<file path="config.mk">
export PLATFORM = sky130hd
export DESIGN_NAME = counter_step_ctrl_flat
export DESIGN_NICKNAME = d
export VERILOG_FILES = /design/src/rtl/counter_step_ctrl_if.sv /design/src/rtl/counter_step_ctrl.sv /design/src/flat_wrapper.sv
export SDC_FILE = /design/constraint.sdc
export NUM_CORES = 1
export LEC_CHECK = 0
export ABC_AREA = 0
export CAP_MARGIN = 20
export CORE_MARGIN = 5
export CORE_UTILIZATION = 54
export CTS_CLUSTER_SIZE = 16
export DETAILED_ROUTE_END_ITERATION = 10
export GPL_TIMING_DRIVEN = 0
export HOLD_SLACK_MARGIN = 0.06
export PLACE_DENSITY_LB_ADDON = 0.2
export SYNTH_ARGS = -nofsm -noshare
export SYNTH_HDL_FRONTEND = slang
export SYNTH_SLANG_ARGS = --single-unit
</file>
<file path="constraint.sdc">
create_clock -name clk -period 1.8 [get_ports clk]
set_input_delay 0.36 -clock clk [delete_from_list [all_inputs] [get_ports clk]]
set_output_delay 0.36 -clock clk [all_outputs]
set_load 0.02 [all_outputs]
</file>
<file path="src/rtl/counter_step_ctrl_if.sv">
`default_nettype none
// ============================================================================
// Module      : counter_step_ctrl_if
// Description : Button inputs and advance/status outputs of the lab counter
//               advance controller, grouped as one bundle.
//   btn_pause  raw pause/run toggle button, active-high (master -> slave)
//   btn_step   raw single-step button, active-high      (master -> slave)
//   adv        one-cycle advance strobe                 (slave -> master)
//   running    1 in RUN, 0 in PAUSE/STEP                (slave -> master)
//   mode[1:0]  controller state: 00 RUN, 01 PAUSE, 10 STEP
// Revision    : 1.0 - initial release
// ============================================================================
interface counter_step_ctrl_if;
   logic       btn_pause;
   logic       btn_step;
   logic       adv;
   logic       running;
   logic [1:0] mode;

   modport master (
      output btn_pause,
      output btn_step,
      input  adv,
      input  running,
      input  mode
   );

   modport slave (
      input  btn_pause,
      input  btn_step,
      output adv,
      output running,
      output mode
   );
endinterface
`default_nettype wire

</file>
<file path="src/rtl/counter_step_ctrl.sv">
`default_nettype none
// ============================================================================
// Module      : counter_step_ctrl
// Description : Advance controller for the 4-bit lab counter. Synchronizes and
//               debounces the pause and step buttons, runs a prescaler in RUN
//               mode, and emits a single-cycle advance strobe.
//   clk        system clock
//   rst        synchronous, active-high reset
//   bus        counter_step_ctrl_if.slave:
//                btn_pause, btn_step (raw, asynchronous inputs)
//                adv, running, mode  (registered outputs)
// Revision    : 1.0 - initial release
// ============================================================================
module counter_step_ctrl #(
   parameter int DIV_W     = 20,
   parameter int DIV_MAX   = 999_999,
   parameter int DB_W      = 16,
   parameter int DB_CYCLES = 50_000
) (
   input  logic                  clk,
   input  logic                  rst,
   counter_step_ctrl_if.slave    bus
);

   localparam logic [DIV_W-1:0] c_div_max = DIV_W'(DIV_MAX);
   localparam logic [DB_W-1:0]  c_db_last = DB_W'(DB_CYCLES - 1);

   typedef enum logic [1:0] {
      ST_RUN   = 2'b00,
      ST_PAUSE = 2'b01,
      ST_STEP  = 2'b10
   } state_t;

   // index 0 = pause button, index 1 = step button
   logic [1:0]       w_raw;
   logic [1:0]       w_press;

   state_t           r_state;
   state_t           w_state_nxt;
   logic [DIV_W-1:0] r_div;
   logic             r_adv;
   logic             r_running;
   logic             w_adv_nxt;

   assign w_raw = {bus.btn_step, bus.btn_pause};

   // ------------------------------------------------------------------------
   // Per-button synchronizer, debouncer and rising-edge (press) detector.
   // A new level is accepted only after DB_CYCLES consecutive cycles in which
   // the synchronized input differs from the current debounced level.
   // ------------------------------------------------------------------------
   for (genvar i = 0; i < 2; i++) begin : g_btn
      logic            r_s1;
      logic            r_s2;
      logic            r_db;
      logic            r_db_d;
      logic [DB_W-1:0] r_cnt;

      always_ff @(posedge clk) begin
         if (rst) begin
            r_s1   <= 1'b0;
            r_s2   <= 1'b0;
            r_db   <= 1'b0;
            r_db_d <= 1'b0;
            r_cnt  <= '0;
         end else begin
            r_s1   <= w_raw[i];
            r_s2   <= r_s1;
            r_db_d <= r_db;
            if (r_s2 == r_db) begin
               r_cnt <= '0;
            end else if (r_cnt == c_db_last) begin
               // this edge would make the count reach DB_CYCLES
               r_db  <= ~r_db;
               r_cnt <= '0;
            end else begin
               r_cnt <= r_cnt + 1'b1;
            end
         end
      end

      assign w_press[i] = r_db & ~r_db_d;
   end

   // ------------------------------------------------------------------------
   // Mode FSM: state register
   // ------------------------------------------------------------------------
   always_ff @(posedge clk) begin
      if (rst) begin
         r_state <= ST_RUN;
      end else begin
         r_state <= w_state_nxt;
      end
   end

   // ------------------------------------------------------------------------
   // Mode FSM: next state and next advance strobe
   // ------------------------------------------------------------------------
   always_comb begin
      w_state_nxt = r_state;
      case (r_state)
         ST_RUN: begin
            if (w_press[0]) w_state_nxt = ST_PAUSE;
         end
         ST_PAUSE: begin
            // pause wins; a step press on the same cycle is dropped
            if (w_press[0])      w_state_nxt = ST_RUN;
            else if (w_press[1]) w_state_nxt = ST_STEP;
         end
         ST_STEP: begin
            w_state_nxt = ST_PAUSE;
         end
         default: begin
            w_state_nxt = ST_RUN;
         end
      endcase

      // The terminal-count term looks at the current state so that leaving
      // RUN on the terminal edge still delivers that period's advance. The
      // step term looks at the next state so adv coincides with STEP.
      w_adv_nxt = ((r_state == ST_RUN) && (r_div == c_div_max)) ||
                  (w_state_nxt == ST_STEP);
   end

   // ------------------------------------------------------------------------
   // Prescaler and registered outputs. The prescaler only advances while the
   // FSM stays in RUN, so it sits at 0 on the edge that enters RUN and the
   // first period after entry is a full DIV_MAX+1 cycles.
   // ------------------------------------------------------------------------
   always_ff @(posedge clk) begin
      if (rst) begin
         r_div     <= '0;
         r_adv     <= 1'b0;
         r_running <= 1'b1;
      end else begin
         if ((r_state != ST_RUN) || (w_state_nxt != ST_RUN)) begin
            r_div <= '0;
         end else if (r_div == c_div_max) begin
            r_div <= '0;
         end else begin
            r_div <= r_div + 1'b1;
         end
         r_adv     <= w_adv_nxt;
         r_running <= (w_state_nxt == ST_RUN);
      end
   end

   assign bus.adv     = r_adv;
   assign bus.running = r_running;
   assign bus.mode    = r_state;

endmodule
`default_nettype wire

</file>
<file path="src/flat_wrapper.sv">
// flat-port wrapper written by rule: the top's interface ports become plain ports
module counter_step_ctrl_flat 
#(
   parameter int DIV_W     = 20,
   parameter int DIV_MAX   = 999_999,
   parameter int DB_W      = 16,
   parameter int DB_CYCLES = 50_000
)
  (clk, rst, bus_btn_pause, bus_btn_step, bus_adv, bus_running, bus_mode);
  counter_step_ctrl_if bus_i ();
  input  logic clk;
  input  logic rst;
  input wire logic [$bits(bus_i.btn_pause)-1:0] bus_btn_pause;
  input wire logic [$bits(bus_i.btn_step)-1:0] bus_btn_step;
  output wire logic [$bits(bus_i.adv)-1:0] bus_adv;
  output wire logic [$bits(bus_i.running)-1:0] bus_running;
  output wire logic [$bits(bus_i.mode)-1:0] bus_mode;
  assign bus_i.btn_pause = bus_btn_pause;
  assign bus_i.btn_step = bus_btn_step;
  assign bus_adv = bus_i.adv;
  assign bus_running = bus_i.running;
  assign bus_mode = bus_i.mode;
  counter_step_ctrl #(.DIV_W(DIV_W), .DIV_MAX(DIV_MAX), .DB_W(DB_W), .DB_CYCLES(DB_CYCLES)) u_core (.clk(clk), .rst(rst), .bus(bus_i));
endmodule
</file>
# Word-level counts from Yosys, hierarchy flattened

Index checks and enable logic that the tools add are counted.

Multiplexer cells: 4
$add $sub $neg: 3
Reductions and logical operators: 12
Bitwise operators: 8
Equal/unequal tests: 8

Operator list:

| kind                  | count |
|---|---|
| $add 16x1->16 const B | 2 |
| $eq 16x16->1 const B  | 2 |
| $add 20x1->20 const B | 1 |
| $eq 20x20->1 const B  | 1 |
| $reduce_or 3->1       | 3 |
| $mux 2                | 3 |
| $not 1->1             | 6 |
| $pmux 2 s3            | 1 |
| $eq 2x2->1 const B    | 2 |
| $logic_not 2->1       | 2 |
| $reduce_and 2->1      | 2 |
| $reduce_bool 2->1     | 2 |
| $and 1x1->1           | 2 |
| $eq 1x1->1            | 2 |
| $eq 2x1->1 const B    | 1 |
| $logic_or 1x1->1      | 2 |
| $logic_and 1x1->1     | 1 |

Output and inout bits: 4
Input bits: 4
Bits in registers: 64
Word-level logic and storage cells: 49

# Logic depth before layout (Yosys ltp)

Gate-level depths: netlist of run 1.

Depth after elaboration: 8
Mapped depth: 7
Depth with buffers taken out: 5

# Worst setup path before layout of run 1

Ideal clock, no wire load.

Path kind: register to register
From: register u_core.g_btn[1].r_cnt[4]
To: register u_core.g_btn[1].r_cnt[4]
Data arrival time: 1.786 ns
Cell stages (with the launch flop): 7
Path slack: -0.101 ns
Buffers on the path: 2
Required time: 1.684 ns
Clock period less this slack: 1.901 ns
Library setup time: 0.116 ns
Cells stage by stage: dfxtp_1 -> or4b_2 -> nor4_2 -> or3_1 -> clkbuf_2 -> buf_4 -> nor2_1

Word-level cells in the longest chain between the ends: 2
Elaborated cells on any way between the ends: 3
Those cells by class: 1 x add/sub; 1 x eq/ne; 1 x reduce/logical

RTL lines:

| element                                                               | RTL line                | source |
|---|---|---|
| start: declaration                                                    | counter_step_ctrl.sv:57 | `logic [DB_W-1:0] r_cnt;` |
| start signal: assignment                                              | counter_step_ctrl.sv:77 | `r_cnt <= r_cnt + 1'b1;` |
| parallel branches: the longest is 2 deep, another holds $add 16x1->16 | --                      |  |

Parallel ways; which one is timed is not known.
A chain may end at the register's enable or synchronous reset.

# Worst setup path after layout of run 1

From: register u_core.r_div[6]
To: register u_core.r_div[19]

Word-level cells in the longest chain between the ends: 2
Elaborated cells on any way between the ends: 3
Those cells by class: 1 x add/sub; 1 x eq/ne; 1 x reduce/logical

RTL lines:

| element                                                               | RTL line                 | source |
|---|---|---|
| start: declaration                                                    | counter_step_ctrl.sv:40  | `logic [DIV_W-1:0] r_div;` |
| start signal: assignment                                              | counter_step_ctrl.sv:141 | `r_div <= r_div + 1'b1;` |
| parallel branches: the longest is 2 deep, another holds $add 20x1->20 | --                       |  |

Parallel ways; which one is timed is not known.

==> results of run 1 <==
path summary, 6_finish.rpt:
kind                                      from                            end  slack [ns]  cells past startpoint
min          u_core.g_btn[1].r_db_d$_SDFF_PP0_  u_core.bus.mode[1]$_SDFF_PP0_        0.44                      1
min reg2reg  u_core.g_btn[1].r_db_d$_SDFF_PP0_  u_core.bus.mode[1]$_SDFF_PP0_        0.44                      1
max                 u_core.r_div[6]$_SDFF_PP0_    u_core.r_div[19]$_SDFF_PP0_        0.07                      4
max reg2reg         u_core.r_div[6]$_SDFF_PP0_    u_core.r_div[19]$_SDFF_PP0_        0.07                      4
power by group:
part           switching [W]   total, W  leakage [nW]  internal [W]
clock               0.000474    0.00107        0.0886      0.000599
combinational      0.0000329  0.0000648         0.401     0.0000319
sequential         0.0000136    0.00144         0.524       0.00143
total               0.000520    0.00258          1.01       0.00206
state kept, by name, summed over array words and instances (netlist names):
signal,count
u_core.bus.adv,1
u_core.bus.mode,2
u_core.bus.running,1
u_core.g_btn.r_cnt,32
u_core.g_btn.r_db,2
u_core.g_btn.r_db_d,2
u_core.g_btn.r_s1,2
u_core.g_btn.r_s2,2
u_core.r_div,20
cell type report:
| type | count | share of cell area |
|---|---|---|
| clock buffers | 14 | 0.0534 |
| well taps | 67 | 0.0259 |
| multi-input cells | 219 | 0.450 |
| inverters | 12 | 0.0139 |
| flip-flops and latches | 64 | 0.404 |
| plain buffers | 5 | 0.0104 |
| repair buffers | 16 | 0.0426 |
metal layers:
| layer | GRT usage | up-vias | part of all wire |
|---|---|---|---|
| li1 | - | 1100 | - |
| met1 | 0.218 | 991 | 0.51 |
| met2 | 0.282 | 23 | 0.45 |
| met3 | 0.0610 | 7 | 0.028 |
| met4 | 0.0709 | 0 | 0.011 |
| met5 | 0 | - | 0 |
synthesized netlist by cell type (6+ instances only):
cell       n
dfxtp_1   64
xor2_1    11
nor2_1    50
nand2_1   11
nor3_1     8
inv_1     12
nor4_1     7
a21oi_1   10
o21ai_0    6
xnor2_1   28
nand4_1   11
clkbuf_1   6
nor2b_1    7
nand3_1   20
or3_1      6
what timing repair did:
action / in CTS / in global routing
setup buffers: 8 / 1
endpoints found under the setup margin: 38 / 36
pin swaps: 8 / 6
resized for setup: 23 / 15
endpoints found under the hold margin: 0 / 0
cells in the final DEF (no fill, tap or decap), types with 5 or more instances in the layout:
cell type / Yosys / routed
nand2_1: 11 / 10
o21ai_0: 6 / 6
xnor2_1: 28 / 28
clkdlybuf4s50_1: 0 / 7
nand4_1: 11 / 11
nor2b_1: 7 / 7
a21oi_1: 10 / 8
clkbuf_8: 0 / 13
nand3_1: 20 / 17
or3_1: 6 / 6
dfxtp_1: 64 / 51
nor4_1: 7 / 7
buf_4: 1 / 9
xor2_1: 11 / 11
inv_1: 12 / 12
and3_1: 5 / 5
nor2_1: 50 / 50
nor3_1: 8 / 8
dfxtp_2: 0 / 9
cell families (layout without fill, tap and decap cells):
family / count (synthesis) / after routing / share of synthesized area
mux: 2 / 2 / 0.00738
buf+inv: 21 / 47 / 0.0314
compound gates: 24 / 24 / 0.0508
xor+xnor: 39 / 39 / 0.126
simple gates: 151 / 151 / 0.298
flops: 64 / 64 / 0.473
fa+ha+maj: 3 / 3 / 0.0138
stage by stage:
stage	power, W	util
after floorplan	0.00150	-
after global placement	0.00152	0.608
after detailed placement	0.00152	0.608
after CTS	0.00261	0.673
after global routing	0.00268	0.676
final	0.00258	0.676
==> impl_metrics.csv, run 1 <==
group,metric,value,unit
worst_setup_path,path_common_cell,"or4_4",
finish,antennaDiodeCount,0,
routing,wl,5020,um
finish,area_growth,19.3,%
placement,place_area,0.00291,mm^2
floorplanning,ios,8,
global_routing,grt_pass1_vias,2022,
floorplanning,fp.dieW,80.9,um
finish,fin_cells,397,
sta,setup_tns,0,ns
routing,drtIter0Drc,76,
min_path,hp-class,"reg2reg",
finish,drive_above_1_share,0.182,
placement,pre_cts_ws,-0.405,ns
logic_synthesis,ys_seq_area_frac,0.473,
finish,regArea,0.00131,mm^2
logic_synthesis,synth-async-reset-ratio,0,
sta,fin_hold_ws,0.444,ns
logic_synthesis,ys_types,40,
placement,numPortBuffers,7,
logic_synthesis,ys_warn_count,0,
power,ir_drop,564,uV
worst_setup_path,arrival,2.00,ns
sta,hold_viol,0,
routing,avgRoutedWirePerCell,12.7,um
worst_setup_path,critPathMaxFanout,8,
worst_setup_path,cp_cell_sequence,"nand3_2, or4_4, or4_4, a21oi_2",
clock_network,cts-root-buf,"clkbuf_8",
logic_synthesis,synth_nets,311,
sta,fmax,0.577,GHz
floorplanning,initial_core_util,0.567,
clock_network,clock_latency,0.33,ns
sta,setup_violations,0,
logic_synthesis,avgSynthCellArea,8.92,um^2
logic_synthesis,synth_top_area_cell,"dfxtp_1",
placement,place_hpwl,3180,um
worst_setup_path,start_kind,"register",
floorplanning,die_area,0.00654,mm^2
worst_setup_path,critPathTopFamily,"simple AND/OR/NAND/NOR gates",
clock_network,cts_tree,"built",
floorplanning,rows,25,
placement,place.gp.congestion,0.758,
flow_run,drv_cap,0,
global_routing,grt_overflow,0,
floorplanning,core,0.00479,mm^2
power,p_leak,1.01,nW
clock_network,numCtsBuffers,9,
worst_setup_path,criticalPathCategory,"reg2reg",
logic_synthesis,synth_top_area_frac,0.473,
logic_synthesis,syn_area,0.00271,mm^2
clock_network,cts_hold_buf,0,
finish,final_cell_area,0.00323,mm^2
sta,min_period,1.73,ns
finish,fin_nets,334,
worst_setup_path,cpMaxStageDelayCell,"or4_4",
logic_synthesis,ys_ff_latch,64,
worst_setup_path,cp_data_required_time,2.07,ns
finish,fillers,397,
routing,final_antenna_net_count,0,
logic_synthesis,syn_inst,304,
placement,dpl.cell_count,378,
logic_synthesis,synth_edf_count,0,
global_routing,grt_max_degree,11,
sta,setup_ws,0.0672,ns
worst_setup_path,crit_buf_inv,0,
logic_synthesis,ys.flop_type,"dfxtp_1",
global_routing,grt_antenna_before_repair,0,
worst_setup_path,cp-end-kind,"register",
clock_network,cts.sinks,64,
worst_setup_path,cpPeakStageDelay,0.56,ns
sta,finalCritPeriodShare,0.963,
logic_synthesis,synth_area_leaders,"dfxtp_1 47%, xnor2_1 9.0%, nor2_1 6.9%",
clock_network,clkTransAtPathRegs,0.06,ns
run_status,status,"completed",
sta,slew_headroom,0.736,
routing,vias,2121,
routing,viasPerCell,5.34,
power,cellPowerDensity,797,mW/mm^2
finish,multiInputGateArea,0.00145,mm^2
routing,drtPass1Iterations,4,
sta,tightest_slew,0.396,ns
clock_network,cts.path.max_buffers,2,
sta,fin_skew,0.00466,ns
global_routing,track_usage,0.177,
routing,drc,0,
clock_network,h-tree-depth,3,
global_routing,grt_pass1_wl,8960,um
sta,drv_slew,0,
floorplanning,dieHeight,80.9,um
Power figures use the tool's default switching activity.
==> run 2: changes to the inputs <==
==> constraint.sdc (replaced) <==
create_clock -name clk -period 1.8 [get_ports clk]
set_input_delay 0.45 -clock clk [delete_from_list [all_inputs] [get_ports clk]]
set_output_delay 0.45 -clock clk [all_outputs]
set_load 0.02 [all_outputs]
==> run 2 against run 1 <==
Effect of this change: global-route usage unchanged; worst setup slack worse by 0.0035 ns; clock-buffer cell count unchanged; critical path type unchanged; critical endpoint unchanged; largest power group unchanged.
==> impl_metrics.csv, run 2 (same netlist as run 1, synthesis figures left out) <==
group,metric,value,unit
finish,largest_reg_flops,32,
finish,layout_common_cells,"51 x dfxtp_1, 50 x nor2_1, 28 x xnor2_1",
worst_setup_path,arrival,2.00,ns
sta,fin_hold_ws,0.445,ns
worst_setup_path,critPathMaxFanout,8,
power,p_sw_frac,0.203,
power,cellPowerDensity,797,mW/mm^2
sta,tightest_slew,0.396,ns
finish,layout_commonest_cell,"dfxtp_1",
finish,top_regs,"u_core.g_btn.r_cnt: 32 flops, u_core.r_div: 20 flops",
placement,place.gp.congestion,0.758,
sta,drv_slew,0,
power,p_sw,0.000523,W
worst_setup_path,regToRegSetupSlack,0.06,ns
floorplanning,dieHeight,80.9,um
clock_network,cts-root-buf,"clkbuf_8",
min_path,hp-class,"reg2reg",
worst_setup_path,criticalPathCategory,"reg2reg",
sta,setup_tns,0,ns
global_routing,grt_max_degree,11,
run_status,status,"completed",
floorplanning,rows,25,
worst_setup_path,start_kind,"register",
finish,regMostFlops,"u_core.g_btn.r_cnt",
sta,fin_skew,0.00465,ns
global_routing,grt_pass1_vias,2022,
finish,fillers,395,
power,seq_power_share,0.558,
floorplanning,ios,8,
floorplanning,fp.dieW,80.9,um
finish,antennaDiodeCount,0,
sta,min_period,1.74,ns
worst_setup_path,reg2reg_from,"u_core.r_div[6]$_SDFF_PP0_",
finish,fin_nets,334,
placement,numPortBuffers,7,
clock_network,h-tree-depth,3,
clock_network,numCtsBuffers,9,
routing,drtIter0Drc,93,
finish,drive_above_1_share,0.185,
clock_network,clock_latency,0.33,ns
global_routing,track_usage,0.177,
sta,finalCritPeriodShare,0.965,
sta,fmax,0.576,GHz
routing,vias,2108,
min_path,worstHoldStart,"u_core.g_btn[1].r_db_d$_SDFF_PP0_",
routing,avgRoutedWirePerCell,12.6,um
clock_network,cts.sinks,64,
power,ir_drop,564,uV
power,p_int,0.00206,W
sta,slew_headroom,0.736,
clock_network,cts_hold_buf,0,
clock_network,cts.path.max_buffers,2,
global_routing,grt_pass1_wl,8960,um
sta,hold_viol,0,
placement,place_hpwl,3180,um
worst_setup_path,cp_data_required_time,2.07,ns
floorplanning,initial_core_util,0.567,
power,clock_power_share,0.417,
routing,final_antenna_net_count,0,
sta,setup_violations,0,
floorplanning,die_area,0.00654,mm^2
clock_network,cts_tree,"built",
routing,drtPass1Iterations,4,
sta,setup_ws,0.0638,ns
finish,area_growth,19.4,%
placement,pre_cts_ws,-0.495,ns
global_routing,grt_overflow,0,
flow_run,drv_cap,0,
routing,viasPerCell,5.31,
routing,drc,0,
power,combPwrFrac,0.025,
global_routing,grt_antenna_before_repair,0,
floorplanning,core,0.00479,mm^2
worst_setup_path,cp-end-kind,"register",
routing,wl,5010,um
worst_setup_path,startpoint,"u_core.r_div[6]$_SDFF_PP0_",
power,p_leak,1.04,nW
clock_network,clkTransAtPathRegs,0.06,ns
-- run 2: changes by cell type in the layout (fill, tap and decap cells not counted) --
cell / change
clkdlybuf4s50_1: -2
dlygate4sd2_1: +1
dlymetal6s2s_1: +1
nor2b_1: -1
nor2b_2: +1
-- run 2: cell type report --
class	count	area, um^2	area share
Sequential cell	64	1310	0.404
Inverter	12	45.0	0.0139
Timing Repair Buffer	16	139	0.0429
Multi-Input combinational cell	219	1460	0.450
Clock buffer	14	173	0.0533
Tap cell	67	83.8	0.0259
Buffer	5	33.8	0.0104
-- run 2: metal layers --
metal	vias up	global-route usage	wire, um
li1	1094	-	-
met1	967	0.218	2490
met2	40	0.282	2270
met3	7	0.0610	200
met4	0	0.0709	57
met5	-	0	0
-- run 2: power by group through the flow --
stage	combinational, W	clock (W)	sequential [W]
floorplan	0.0000317	0	0.00147
global placement	0.0000478	0	0.00147
detailed placement	0.0000506	0	0.00147
CTS	0.0000628	0.00110	0.00144
global route	0.0000726	0.00117	0.00144
finish	0.0000653	0.00108	0.00144
-- run 2: worst paths after layout --
path,endpoint,depth (start not counted)
min reg2reg,u_core.bus.mode[1]$_SDFF_PP0_,1
max,u_core.r_div[19]$_SDFF_PP0_,4
min,u_core.bus.mode[1]$_SDFF_PP0_,1
max reg2reg,u_core.r_div[19]$_SDFF_PP0_,4
-- run 2: worst max-delay path: stages (launching register included) --
cell and delay (ns):
dfxtp_2 0.38, nand3_2 0.12, or4_4 0.56, or4_4 0.50
a21oi_2 0.12
-- run 2: what timing repair did --
item / in CTS / in global routing
endpoints found under the hold margin: 0 / 0
setup buffers: 8 / 1
gates resized for setup: 24 / 17
endpoints found under the setup margin: 39 / 37
pin swaps: 8 / 6
-- run 2: per-stage QoR --
stage	utilization	instance area, um^2	instances	total power [W]
detailed placement	0.608	2910	378	0.00152
global route	0.677	3240	397	0.00269
global placement	0.608	2910	378	0.00152
CTS	0.673	3220	400	0.00261
floorplan	-	2760	304	0.00150
finish	0.677	3240	397	0.00258
==> run 3: changes to the inputs <==
--- a/config.mk
+++ b/config.mk
@@ -8,12 +8,13 @@
 export ABC_AREA = 0
 export CAP_MARGIN = 20
 export CORE_MARGIN = 5
-export CORE_UTILIZATION = 54
+export CORE_UTILIZATION = 55
 export CTS_CLUSTER_SIZE = 16
 export DETAILED_ROUTE_END_ITERATION = 10
 export GPL_TIMING_DRIVEN = 0
 export HOLD_SLACK_MARGIN = 0.06
 export PLACE_DENSITY_LB_ADDON = 0.2
+export SLEW_MARGIN = 40
 export SYNTH_ARGS = -nofsm -noshare
 export SYNTH_HDL_FRONTEND = slang
 export SYNTH_SLANG_ARGS = --single-unit
==> constraint.sdc (replaced) <==
create_clock -name clk -period 1.65 [get_ports clk]
set_input_delay 0.4125 -clock clk [delete_from_list [all_inputs] [get_ports clk]]
set_output_delay 0.4125 -clock clk [all_outputs]
set_load 0.02 [all_outputs]
==> run 3 against run 2 <==
Effect of this change: the flow now finishes with violations (negative setup slack); critical path depth did not move; final cell count up 4.8%; clock skew is 0.0038 ns higher; via count grew 7.0%; largest power group unchanged; worst hold slack lost 0.014 ns; power rose by 7.8%; sequential share of layout area fell by 2.5 points.
==> impl_metrics.csv, run 3 (same netlist as run 1, synthesis figures left out) <==
group,metric,value,unit
run_status,status,"complete, but fails checks",
run_status,violations,"negative setup slack",
power,p_sw_frac,0.218,
finish,fin_cells,416,
worst_setup_path,criticalPathCategory,"reg2reg",
worst_setup_path,startpoint,"u_core.r_div[9]$_SDFF_PP0_",
finish,drive_above_1_share,0.301,
power,p_int,0.00217,W
routing,avgRoutedWirePerCell,14.1,um
clock_network,numCtsBuffers,9,
clock_network,clock_latency,0.34,ns
routing,drtPass1Iterations,4,
worst_setup_path,critPathMaxFanout,4,
global_routing,grt_pass1_wl,9740,um
routing,drtIter0Drc,178,
finish,top_regs,"u_core.g_btn.r_cnt: 32 flops, u_core.r_div: 20 flops",
placement,dpl.cell_count,378,
worst_setup_path,reg2reg_to,"u_core.r_div[19]$_SDFF_PP0_",
routing,top_layer_used,"met4",
min_path,hold_path_depth,1,
sta,drv_slew,0,
sta,fin_hold_ws,0.431,ns
power,combPwrFrac,0.033,
global_routing,grt_antenna_before_repair,0,
worst_setup_path,cp-end-kind,"register",
sta,min_period,1.75,ns
placement,pre_cts_ws,-0.501,ns
clock_network,cts-root-buf,"clkbuf_8",
floorplanning,dieHeight,80.2,um
sta,fmax,0.572,GHz
worst_setup_path,reg2reg_from,"u_core.r_div[9]$_SDFF_PP0_",
placement,place_hpwl,3340,um
floorplanning,ios,8,
worst_setup_path,start_kind,"register",
power,clock_power_share,0.405,
routing,vias,2255,
placement,numPortBuffers,7,
min_path,hp-class,"reg2reg",
global_routing,grt_overflow,0,
min_path,worstHoldStart,"u_core.g_btn[1].r_db_d$_SDFF_PP0_",
floorplanning,rows,25,
floorplanning,die_area,0.00643,mm^2
sta,setup_ws,-0.0994,ns
finish,layout_common_cells,"44 x dfxtp_1, 38 x nor2_1, 28 x xnor2_1",
routing,final_antenna_net_count,0,
floorplanning,initial_core_util,0.570,
power,p_leak,1.13,nW
floorplanning,fp.dieW,80.2,um
sta,setup_violations,26,
worst_setup_path,arrival,2.02,ns
global_routing,grt_pass1_vias,2206,
worst_setup_path,worstRegToRegCells,4,
clock_network,clkTransAtPathRegs,0.07,ns
routing,met2_length,2820,um
power,seq_power_share,0.562,
clock_network,cts.path.max_buffers,2,
sta,hold_viol,0,
sta,tightest_slew,0.415,ns
min_path,hold_path_end,"u_core.bus.mode[1]$_SDFF_PP0_",
placement,place.gp.congestion,0.780,
routing,met3_length,220,um
clock_network,cts_tree,"built",
clock_network,cts.sinks,64,
flow_run,drv_cap,0,
finish,final_cell_area,0.00350,mm^2
global_routing,track_usage,0.196,
sta,fin_skew,0.00842,ns
finish,regArea,0.00133,mm^2
placement,place_area,0.00295,mm^2
finish,largest_reg_flops,32,
finish,fin_nets,352,
routing,drc,0,
worst_setup_path,cp_data_required_time,1.92,ns
power,cellPowerDensity,794,mW/mm^2
finish,antennaDiodeCount,0,
clock_network,h-tree-depth,3,
sta,rsz0062_at_grt,"yes",
global_routing,grt_max_degree,11,
worst_setup_path,regToRegSetupSlack,-0.1,ns
finish,area_growth,29.2,%
finish,multiInputGateArea,0.00154,mm^2
power,p_sw,0.000608,W
finish,fillers,353,
routing,m1WireLength,2740,um
power,ir_drop,607,uV
sta,slew_headroom,0.723,
routing,wl,5880,um
finish,layout_commonest_cell,"dfxtp_1",
finish,regMostFlops,"u_core.g_btn.r_cnt",
sta,finalCritPeriodShare,1.06,
routing,viasPerCell,5.42,
floorplanning,core,0.00475,mm^2
[run 3: cell type report]
cell class,instances,area share
buffer,6,0.0143
clock buffer,14,0.0436
clock inverter,1,0.00143
inverter,12,0.0129
multi-input combinational,219,0.440
sequential,64,0.379
tap,67,0.0239
timing repair buffer,33,0.0857
[run 3: through the flow]
stage	utilization	setup TNS (ns)	total power, W
after floorplan	-	-0.510	0.00164
after global placement	0.621	-11.36	0.00166
after detailed placement	0.621	-11.90	0.00166
after CTS	0.703	-2.37	0.00279
after global routing	0.737	-4.48	0.00289
final	0.737	-1.39	0.00278
[run 3: worst max-delay path by stage]
stage | endpoint | slack [ns]
after floorplan | u_core.r_div[18]$_SDFF_PP0_ | -0.09
after global placement | u_core.r_div[3]$_SDFF_PP0_ | -0.49
after detailed placement | u_core.r_div[3]$_SDFF_PP0_ | -0.50
after CTS | u_core.g_btn[1].r_cnt[14]$_SDFF_PP0_ | -0.14
after global routing | u_core.r_div[19]$_SDFF_PP0_ | -0.17
final | u_core.r_div[19]$_SDFF_PP0_ | -0.1
[run 3: critical path, cell delays in order, from the launching register on]
cell and delay (ns):
dfxtp_2 0.37, nand2_1 0.10, or4_4 0.57, or4_4 0.51, a21oi_2 0.13
[run 3: power groups by stage]
stage	clock network, W	registers, W	logic [W]
2_1_floorplan	0	0.00160	0.0000358
3_3_place_gp	0	0.00161	0.0000538
3_5_place_dp	0	0.00161	0.0000539
4_1_cts	0.00115	0.00157	0.0000793
5_1_grt	0.00123	0.00156	0.000100
6_report	0.00113	0.00156	0.0000906
[run 3: layer usage]
| metal | vias up | global-route usage |
|---|---|---|
| met5 | - | 0 |
| met4 | 0 | 0.118 |
| met3 | 10 | 0.0381 |
| met2 | 36 | 0.309 |
| met1 | 1074 | 0.246 |
| li1 | 1135 | - |
[run 3: timing repair]
action	4_1_cts	5_1_grt
setup buffers	16	9
cloned	1	0
setup endpoints to repair	49	49
resized for setup	33	36
pin swaps	15	11
hold buffers	0	0
